$ cat config.mk
export PLATFORM = sky130hd
export DESIGN_NAME = mem_axil_master
export DESIGN_NICKNAME = d
export VERILOG_FILES = /design/src/rtl/mem_axil_master.sv
export SDC_FILE = /design/constraint.sdc
export NUM_CORES = 1
export LEC_CHECK = 0
export ABC_AREA = 0
export BUFFER_PORTS_ARGS = -buffer_cell sky130_fd_sc_hd__clkbuf_2
export CAP_MARGIN = 10
export CORE_UTILIZATION = 44
export DETAILED_ROUTE_END_ITERATION = 10
export GPL_ROUTABILITY_DRIVEN = 0
export GPL_TIMING_DRIVEN = 0
export PLACE_DENSITY = 0.8
export SKIP_CTS_REPAIR_TIMING = 1
export SLEW_MARGIN = 0
export SYNTH_ARGS = -nofsm -noshare
export SYNTH_HDL_FRONTEND = slang
export SYNTH_SLANG_ARGS = --single-unit
$ cat constraint.sdc
create_clock -name clk -period 1.9 [get_ports clk]
set_clock_uncertainty 0.05 [all_clocks]
set_input_delay 0.38 -clock clk [delete_from_list [all_inputs] [get_ports clk]]
set_output_delay 0.38 -clock clk [all_outputs]
set_load 0.05 [all_outputs]
$ cat src/rtl/mem_axil_master.sv
// mem_axil_master
//   Bridges the PicoRV32 native memory interface (mem_valid/mem_ready) to an
//   AXI4-Lite master port. One transaction (read or write) is outstanding at
//   a time. AW and W are tracked independently, so any AW/W ordering is
//   accepted, including slaves with combinational ready/valid.
//
// Parameters
//   ADDR_W          AXI address width (mem_addr[ADDR_W-1:0] is forwarded)
//   TIMEOUT_CYCLES  watchdog limit in clk cycles (AXIL_TIMEOUT_EN only)
//
// Optional feature
//   `define AXIL_TIMEOUT_EN : a watchdog aborts a WRITE/READ that has not
//   completed after TIMEOUT_CYCLES cycles. Aborted transactions report
//   bus_err=1, and aborted reads return 32'hDEADBEEF.
//
// Ports
//   clk, resetn         clock, synchronous active-low reset
//   mem_*               PicoRV32 native request / completion
//   bus_err             error flag, pulses together with mem_ready
//   m_axi_aw*/w*/b*     AXI4-Lite write channels
//   m_axi_ar*/r*        AXI4-Lite read channels
//   All outputs come straight from flops.
module mem_axil_master #(
  parameter int unsigned ADDR_W         = 32,
  parameter int unsigned TIMEOUT_CYCLES = 1024
) (
  input  logic              clk,
  input  logic              resetn,
  input  logic              mem_valid,
  input  logic              mem_instr,
  input  logic [31:0]       mem_addr,
  input  logic [31:0]       mem_wdata,
  input  logic [3:0]        mem_wstrb,
  output logic              mem_ready,
  output logic [31:0]       mem_rdata,
  output logic              bus_err,
  output logic [ADDR_W-1:0] m_axi_awaddr,
  output logic [2:0]        m_axi_awprot,
  output logic              m_axi_awvalid,
  input  logic              m_axi_awready,
  output logic [31:0]       m_axi_wdata,
  output logic [3:0]        m_axi_wstrb,
  output logic              m_axi_wvalid,
  input  logic              m_axi_wready,
  input  logic [1:0]        m_axi_bresp,
  input  logic              m_axi_bvalid,
  output logic              m_axi_bready,
  output logic [ADDR_W-1:0] m_axi_araddr,
  output logic [2:0]        m_axi_arprot,
  output logic              m_axi_arvalid,
  input  logic              m_axi_arready,
  input  logic [31:0]       m_axi_rdata,
  input  logic [1:0]        m_axi_rresp,
  input  logic              m_axi_rvalid,
  output logic              m_axi_rready
);

  typedef enum logic [1:0] {S_IDLE, S_WRITE, S_READ, S_DONE} state_e;

  state_e            state_q, state_d;
  logic [ADDR_W-1:0] addr_q, addr_d;
  logic [2:0]        prot_q, prot_d;
  logic [31:0]       wdata_q, wdata_d;
  logic [3:0]        wstrb_q, wstrb_d;
  logic              awvalid_q, awvalid_d;
  logic              wvalid_q, wvalid_d;
  logic              bready_q, bready_d;
  logic              arvalid_q, arvalid_d;
  logic              rready_q, rready_d;
  logic              mem_ready_q, mem_ready_d;
  logic              bus_err_q, bus_err_d;
  logic [31:0]       rdata_q, rdata_d;

`ifdef AXIL_TIMEOUT_EN
  logic [31:0] count_q, count_d;
  logic        expired;
  assign expired = (count_q == 32'(TIMEOUT_CYCLES - 1));
`endif

  // mem_ready/bus_err are set on the edge that enters DONE and fall back to 0
  // by default, which yields the single-cycle completion pulse.
  always_comb begin
    state_d     = state_q;
    addr_d      = addr_q;
    prot_d      = prot_q;
    wdata_d     = wdata_q;
    wstrb_d     = wstrb_q;
    awvalid_d   = awvalid_q;
    wvalid_d    = wvalid_q;
    bready_d    = bready_q;
    arvalid_d   = arvalid_q;
    rready_d    = rready_q;
    mem_ready_d = 1'b0;
    bus_err_d   = 1'b0;
    rdata_d     = rdata_q;
`ifdef AXIL_TIMEOUT_EN
    count_d     = (state_q == S_IDLE) ? '0 : count_q + 32'd1;
`endif

    case (state_q)
      S_IDLE: begin
        if (mem_valid) begin
          addr_d  = mem_addr[ADDR_W-1:0];
          prot_d  = {mem_instr, 2'b00};
          wdata_d = mem_wdata;
          wstrb_d = mem_wstrb;
          if (mem_wstrb != 4'h0) begin
            state_d   = S_WRITE;
            awvalid_d = 1'b1;
            wvalid_d  = 1'b1;
            bready_d  = 1'b1;
          end else begin
            state_d   = S_READ;
            arvalid_d = 1'b1;
            rready_d  = 1'b1;
          end
        end
      end

      S_WRITE: begin
        if (awvalid_q && m_axi_awready) awvalid_d = 1'b0;
        if (wvalid_q && m_axi_wready)   wvalid_d  = 1'b0;
        if (m_axi_bvalid && bready_q) begin
          state_d     = S_DONE;
          awvalid_d   = 1'b0;
          wvalid_d    = 1'b0;
          bready_d    = 1'b0;
          mem_ready_d = 1'b1;
          bus_err_d   = (m_axi_bresp != 2'b00);
        end
`ifdef AXIL_TIMEOUT_EN
        else if (expired) begin
          state_d     = S_DONE;
          awvalid_d   = 1'b0;
          wvalid_d    = 1'b0;
          bready_d    = 1'b0;
          mem_ready_d = 1'b1;
          bus_err_d   = 1'b1;
        end
`endif
      end

      S_READ: begin
        if (arvalid_q && m_axi_arready) arvalid_d = 1'b0;
        // rready is already high in the AR cycle, so a combinational R
        // response is taken in that same cycle.
        if (m_axi_rvalid && rready_q) begin
          state_d     = S_DONE;
          arvalid_d   = 1'b0;
          rready_d    = 1'b0;
          mem_ready_d = 1'b1;
          bus_err_d   = (m_axi_rresp != 2'b00);
          rdata_d     = m_axi_rdata;
        end
`ifdef AXIL_TIMEOUT_EN
        else if (expired) begin
          state_d     = S_DONE;
          arvalid_d   = 1'b0;
          rready_d    = 1'b0;
          mem_ready_d = 1'b1;
          bus_err_d   = 1'b1;
          rdata_d     = 32'hDEAD_BEEF;
        end
`endif
      end

      S_DONE: state_d = S_IDLE;

      default: state_d = S_IDLE;
    endcase
  end

  always_ff @(posedge clk) begin
    if (!resetn) begin
      state_q     <= S_IDLE;
      addr_q      <= '0;
      prot_q      <= '0;
      wdata_q     <= '0;
      wstrb_q     <= '0;
      awvalid_q   <= 1'b0;
      wvalid_q    <= 1'b0;
      bready_q    <= 1'b0;
      arvalid_q   <= 1'b0;
      rready_q    <= 1'b0;
      mem_ready_q <= 1'b0;
      bus_err_q   <= 1'b0;
      rdata_q     <= '0;
`ifdef AXIL_TIMEOUT_EN
      count_q     <= '0;
`endif
    end else begin
      state_q     <= state_d;
      addr_q      <= addr_d;
      prot_q      <= prot_d;
      wdata_q     <= wdata_d;
      wstrb_q     <= wstrb_d;
      awvalid_q   <= awvalid_d;
      wvalid_q    <= wvalid_d;
      bready_q    <= bready_d;
      arvalid_q   <= arvalid_d;
      rready_q    <= rready_d;
      mem_ready_q <= mem_ready_d;
      bus_err_q   <= bus_err_d;
      rdata_q     <= rdata_d;
`ifdef AXIL_TIMEOUT_EN
      count_q     <= count_d;
`endif
    end
  end

  assign mem_ready     = mem_ready_q;
  assign mem_rdata     = rdata_q;
  assign bus_err       = bus_err_q;
  assign m_axi_awaddr  = addr_q;
  assign m_axi_awprot  = prot_q;
  assign m_axi_awvalid = awvalid_q;
  assign m_axi_wdata   = wdata_q;
  assign m_axi_wstrb   = wstrb_q;
  assign m_axi_wvalid  = wvalid_q;
  assign m_axi_bready  = bready_q;
  assign m_axi_araddr  = addr_q;
  assign m_axi_arprot  = prot_q;
  assign m_axi_arvalid = arvalid_q;
  assign m_axi_rready  = rready_q;

endmodule

== After elaboration in Yosys (flattened, before gate mapping) ==
Cells that the tools add are included.

* Output and inout port bits: 145
* Flip-flop bits (word level): 110
* Word-level logic and storage cells: 71

* Mux-type cells: 28
* Reductions and logical operators: 19
* Eq/ne operators: 11

{| class="wikitable"
|+ Operators by type and width
! operator !! number
|-
| AND reduction 4 bit || 5
|-
| two-way mux 1 bit || 16
|-
| case mux 1 bit (2 select lines) || 7
|-
| != test 2 bit, second input constant || 5
|-
| != test 3 bit, second input constant || 3
|-
| two-way mux 2 bit || 4
|-
| case mux 2 bit (4 select lines) || 1
|-
| nonzero test 2 bit || 4
|-
| logical AND 1 bit || 5
|-
| equality test 2 bit, second input constant || 2
|-
| AND reduction 2 bit || 2
|-
| nonzero test 4 bit || 1
|-
| AND reduction 3 bit || 1
|-
| equality test 2 x 1 -> 1 bit, second input constant || 1
|-
| zero test 2 bit || 1
|}

== Depth between registers and ports, before layout ==
* Depth after elaboration: 4
* Mapped depth: 8
* Mapped depth without buffers: 6

== Worst setup path before layout ==
Ideal clock, no wire load.

* Kind: register -> register
* From: reg rready_q (netlist: m_axi_rready)
* To: reg state_q[0]
* Clock period less this slack: 1,663 ps
* Stages on the path, launching flop included: 5
* Setup slack: 237 ps
* Data arrival time: 1,497 ps
* Cells stage by stage: dfxtp_1 a21boi_0 nor3_1 nand3_1 o211a_1

* Word-level cells in the longest chain between the ends: 3

{| class="wikitable"
|+ Ends and longest elaborated chain
! what !! RTL line !! source
|-
| start: declaration || 69 || <nowiki>logic rready_q, rready_d;</nowiki>
|-
| start signal: assignment || 201 || <nowiki>rready_q <= rready_d;</nowiki>
|-
| logical AND 1 bit || 147 || <nowiki>if (m_axi_rvalid && rready_q) begin</nowiki>
|-
| != test 2 bit (no source line) || n/a ||
|-
| AND reduction 3 bit (no source line) || n/a ||
|-
| end signal: assignment || 192 || <nowiki>state_q <= state_d;</nowiki>
|-
| end: declaration || 60 || <nowiki>state_e state_q, state_d;</nowiki>
|}

Every way passes these cells.
A chain may end at the register's enable or synchronous reset.

== Final worst setup path ==
* From: reg state_q[0]
* To: reg rdata_q[6] (netlist: mem_rdata[6])

* Word-level cells in the longest chain between the ends: 2

{| class="wikitable"
|+ Ends and longest elaborated chain
! what !! RTL line !! source
|-
| equality test 2 bit || 100 || <nowiki>case (state_q)</nowiki>
|-
| AND reduction 2 bit (no source line) || n/a ||
|-
| end signal: assignment || 204 || <nowiki>rdata_q <= rdata_d;</nowiki>
|-
| end: declaration || 72 || <nowiki>logic [31:0] rdata_q, rdata_d;</nowiki>
|}

Every way passes these cells.

==> metrics.txt <==
# TYPE chip_impl_metric gauge
chip_impl_info{name="cts_root_buf",value="sky130_fd_sc_hd__clkbuf_8"} 1
chip_impl_info{name="end_kind",value="register"} 1
chip_impl_metric{name="max-slew-margin-rel",unit="%"} 57.4
chip_impl_metric{name="yosysWarningCount",unit=""} 0
chip_impl_info{name="tritoncts",value="yes"} 1
chip_impl_metric{name="layout.nets",unit=""} 918
chip_impl_metric{name="clock_sink_count",unit=""} 110
chip_impl_metric{name="placementRows",unit=""} 36
chip_impl_metric{name="fin_crit",unit="ns"} 1.77
chip_impl_metric{name="cts-root-to-sink-buffers",unit=""} 2
chip_impl_metric{name="synth_enable_flop_cells",unit=""} 0
chip_impl_metric{name="worst-slew-pin-transition",unit="ns"} 0.638
chip_impl_metric{name="drt-initial-drc-count",unit=""} 77
chip_impl_metric{name="final-hold-violation-count",unit=""} 0
chip_impl_metric{name="placedInstanceArea",unit="sq um"} 5950
chip_impl_info{name="critPathLaunchType",value="register"} 1
chip_impl_metric{name="grt_remaining_overflow",unit=""} 0
chip_impl_info{name="synth_ff_type",value="sky130_fd_sc_hd__dfxtp_1"} 1
chip_impl_metric{name="worst-r2r-setup-slack",unit="ns"} 0.13
chip_impl_info{name="hold_path.class",value="input port to register"} 1
chip_impl_metric{name="grt_pass1_wl",unit="um"} 18100
chip_impl_metric{name="clk_transition_reported_paths",unit="ns"} 0.11
chip_impl_metric{name="postSynthCellCount",unit=""} 534
chip_impl_metric{name="die_height",unit="um"} 103
chip_impl_metric{name="final_max_slew_viol_count",unit=""} 0
chip_impl_metric{name="drt.antenna.violating_nets",unit=""} 0
chip_impl_metric{name="yosysSeqAreaShare",unit="%"} 48.8
chip_impl_metric{name="htree_levels",unit=""} 3
chip_impl_metric{name="cp_data_required_time",unit="ns"} 2.13
chip_impl_metric{name="timing.fmax",unit="MHz"} 564
chip_impl_metric{name="fin_area",unit="sq um"} 6180
chip_impl_metric{name="regArea",unit="sq um"} 2200
chip_impl_metric{name="cp_slowest_stage_delay",unit="ns"} 0.35
chip_impl_metric{name="core_area",unit="sq um"} 9860
chip_impl_metric{name="drt-wirelength-per-cell",unit="um"} 13.1
chip_impl_info{name="worst-setup-path-type",value="register to register"} 1
chip_impl_metric{name="boundaryPins",unit=""} 258
chip_impl_info{name="worst_path_max_delay_cell",value="sky130_fd_sc_hd__dfxtp_1"} 1
chip_impl_metric{name="area_growth",unit="%"} 37.0
chip_impl_metric{name="final_min_period_over_clock_period",unit="%"} 93.4
chip_impl_metric{name="drive_gt1_share",unit="%"} 41.2
chip_impl_metric{name="filler_cell_count",unit=""} 877
chip_impl_metric{name="cts_buf_count",unit=""} 9
chip_impl_metric{name="dr.pass1.iters",unit=""} 4
chip_impl_metric{name="synthesis.area",unit="sq um"} 4510
chip_impl_metric{name="grt_max_degree",unit=""} 17
chip_impl_metric{name="n_antenna_cell",unit=""} 0
chip_impl_metric{name="number_of_max_capacitance_violations_reported",unit=""} 0
chip_impl_metric{name="globalRouteTotalUtil",unit="%"} 22.2
chip_impl_metric{name="grt_pass1_vias",unit=""} 3974
chip_impl_metric{name="cellLeakagePower",unit="nW"} 2.99
chip_impl_info{name="timing.critical_path.max_delay_family",value="buffers and inverters"} 1
chip_impl_metric{name="detail_route.vias_per_cell",unit=""} 4.64
chip_impl_info{name="setup_repair_after_global_routing_missed_its_margin",value="true"} 1
chip_impl_metric{name="worst_ep_arrival_time",unit="ns"} 2.00
chip_impl_metric{name="worstPathMaxFanout",unit=""} 10
chip_impl_metric{name="portBuffers",unit=""} 252
chip_impl_info{name="cp_cell_sequence",value="inv_1, ha_2, and3_1, clkbuf_1, buf_2, nand2_1, a21boi_0"} 1
chip_impl_metric{name="die-width",unit="um"} 103
chip_impl_metric{name="detail_route.wirelength",unit="um"} 12300
chip_impl_metric{name="ys_ff_latch",unit=""} 110
chip_impl_info{name="most-common-layout-cells",value="sky130_fd_sc_hd__clkbuf_2, sky130_fd_sc_hd__nand2_1, sky130_fd_sc_hd__dfxtp_1, sky130_fd_sc_hd__a21boi_0, sky130_fd_sc_hd__buf_4"} 1
chip_impl_metric{name="mean_cell_area_of_the_mapped_netlist",unit="sq um"} 8.45
chip_impl_info{name="run_status",value="completed"} 1
chip_impl_metric{name="clock_latency_on_the_worst_skew_pair",unit="ns"} 0.37
chip_impl_metric{name="ys_async_sr_fraction",unit="%"} 0
chip_impl_metric{name="netlist-cell-type-count",unit=""} 32
chip_impl_metric{name="area_of_the_multi_input_gates",unit="sq um"} 1900
chip_impl_metric{name="routed-via-count",unit=""} 4353
chip_impl_metric{name="setup_viol",unit=""} 0
chip_impl_metric{name="drcViolationCount",unit=""} 0
chip_impl_metric{name="place_hpwl",unit="um"} 9810
chip_impl_metric{name="largest_vdd_supply_drop",unit="uV"} 596
chip_impl_metric{name="initial_antenna_violation_count",unit=""} 0
chip_impl_info{name="layout.cells.most_common",value="sky130_fd_sc_hd__clkbuf_2"} 1
chip_impl_metric{name="initial_core_util",unit="%"} 45.8
chip_impl_metric{name="p_per_area",unit="nW/um^2"} 1270
chip_impl_metric{name="setup_total_negative_slack",unit="ns"} 0
chip_impl_metric{name="floorplan.die_area",unit="sq um"} 10700
chip_impl_metric{name="timing.critical_path.buf_inv",unit=""} 3
## registers in the layout (all words and copies together) (netlist names)
register / flops
mem_ready: 1
m_axi_bready: 1
m_axi_awvalid: 1
state_q: 2
bus_err: 1
m_axi_wstrb: 4
m_axi_wvalid: 1
m_axi_araddr: 32
m_axi_arvalid: 1
m_axi_wdata: 32
m_axi_arprot: 1
mem_rdata: 32
m_axi_rready: 1
## Yosys cell counts (all sizes together), types with 2 or more instances
cell | instances | area share, %
nand2b | 3 | 0.42
o221a | 3 | 0.75
ha | 5 | 1.4
o211a | 2 | 0.44
buf | 50 | 7.8
o21ai | 2 | 0.22
clkbuf | 21 | 1.7
inv | 2 | 0.17
nand2 | 208 | 17
a21oi | 5 | 0.55
a21boi | 103 | 17
nor3b | 2 | 0.44
dfxtp | 110 | 49
nand3 | 5 | 0.55
## worst min-delay path, cell delays in order
cell,delay [ns]
sky130_fd_sc_hd__clkbuf_2,0.08
sky130_fd_sc_hd__nand2_1,0.04
sky130_fd_sc_hd__a21boi_1,0.05
## area by class of cell
class / instances / share of cell area [%]
Sequential cell: 110 / 35.6
Multi-Input combinational cell: 354 / 30.8
Timing Repair Buffer: 252 / 20.4
Buffer: 71 / 7.16
Tap cell: 133 / 2.69
Clock buffer: 13 / 2.57
Clock inverter: 3 / 0.688
Inverter: 2 / 0.121
## routing by layer
metal	share of wire (%)	track usage (%)	vias up	routed length (um)
met3	6.4	5.31	26	788
li1	-	-	2222	-
met4	2.6	11.8	0	324
met2	50	39.8	166	6150
met1	41	24.4	1939	5030
met5	0	0	-	0
## cells by family (layout without fill, tap and decap cells)
group	after synthesis	count (layout)	share of synthesized area [%]
and+or+nand+nor	225	225	19.6
AOI/OAI and AO/OA	119	119	20.2
DFF	110	110	48.8
muxes	1	1	0.222
adders and majority gates	5	5	1.39
buffers and inverters	73	341	9.70
other	1	4	0.0831
## stage by stage
step	setup slack (ns)	hold WS, ns	power [mW]	util [%]	std cells
after CTS	-0.0290	0.156	7.86	62.4	938
final	0.126	0.170	7.84	62.7	938
after detailed placement	0.0129	0.398	6.43	60.4	922
after global routing	-0.0212	0.168	8.27	62.7	938
after global placement	0.0852	0.392	6.33	60.4	922
after floorplan	0.237	0.450	5.56	-	537
## final timing paths
kind,depth (start not counted),start,end
setup / recovery,7,state_q[0],mem_rdata[6]
hold / removal,3,mem_addr[27],m_axi_araddr[27]
setup reg to reg,7,state_q[0],mem_rdata[6]
hold reg to reg,2,mem_rdata[13],mem_rdata[13]
## power by group
| group | switching [mW] | leakage [nW] | internal [mW] |
|---|---|---|---|
| logic | 2.54 | 1.99 | 0.957 |
| registers | 0.250 | 0.898 | 2.65 |
| clock network | 0.762 | 0.0996 | 0.682 |
| total | 3.55 | 2.99 | 4.29 |
(Power assumes the default switching activity.)
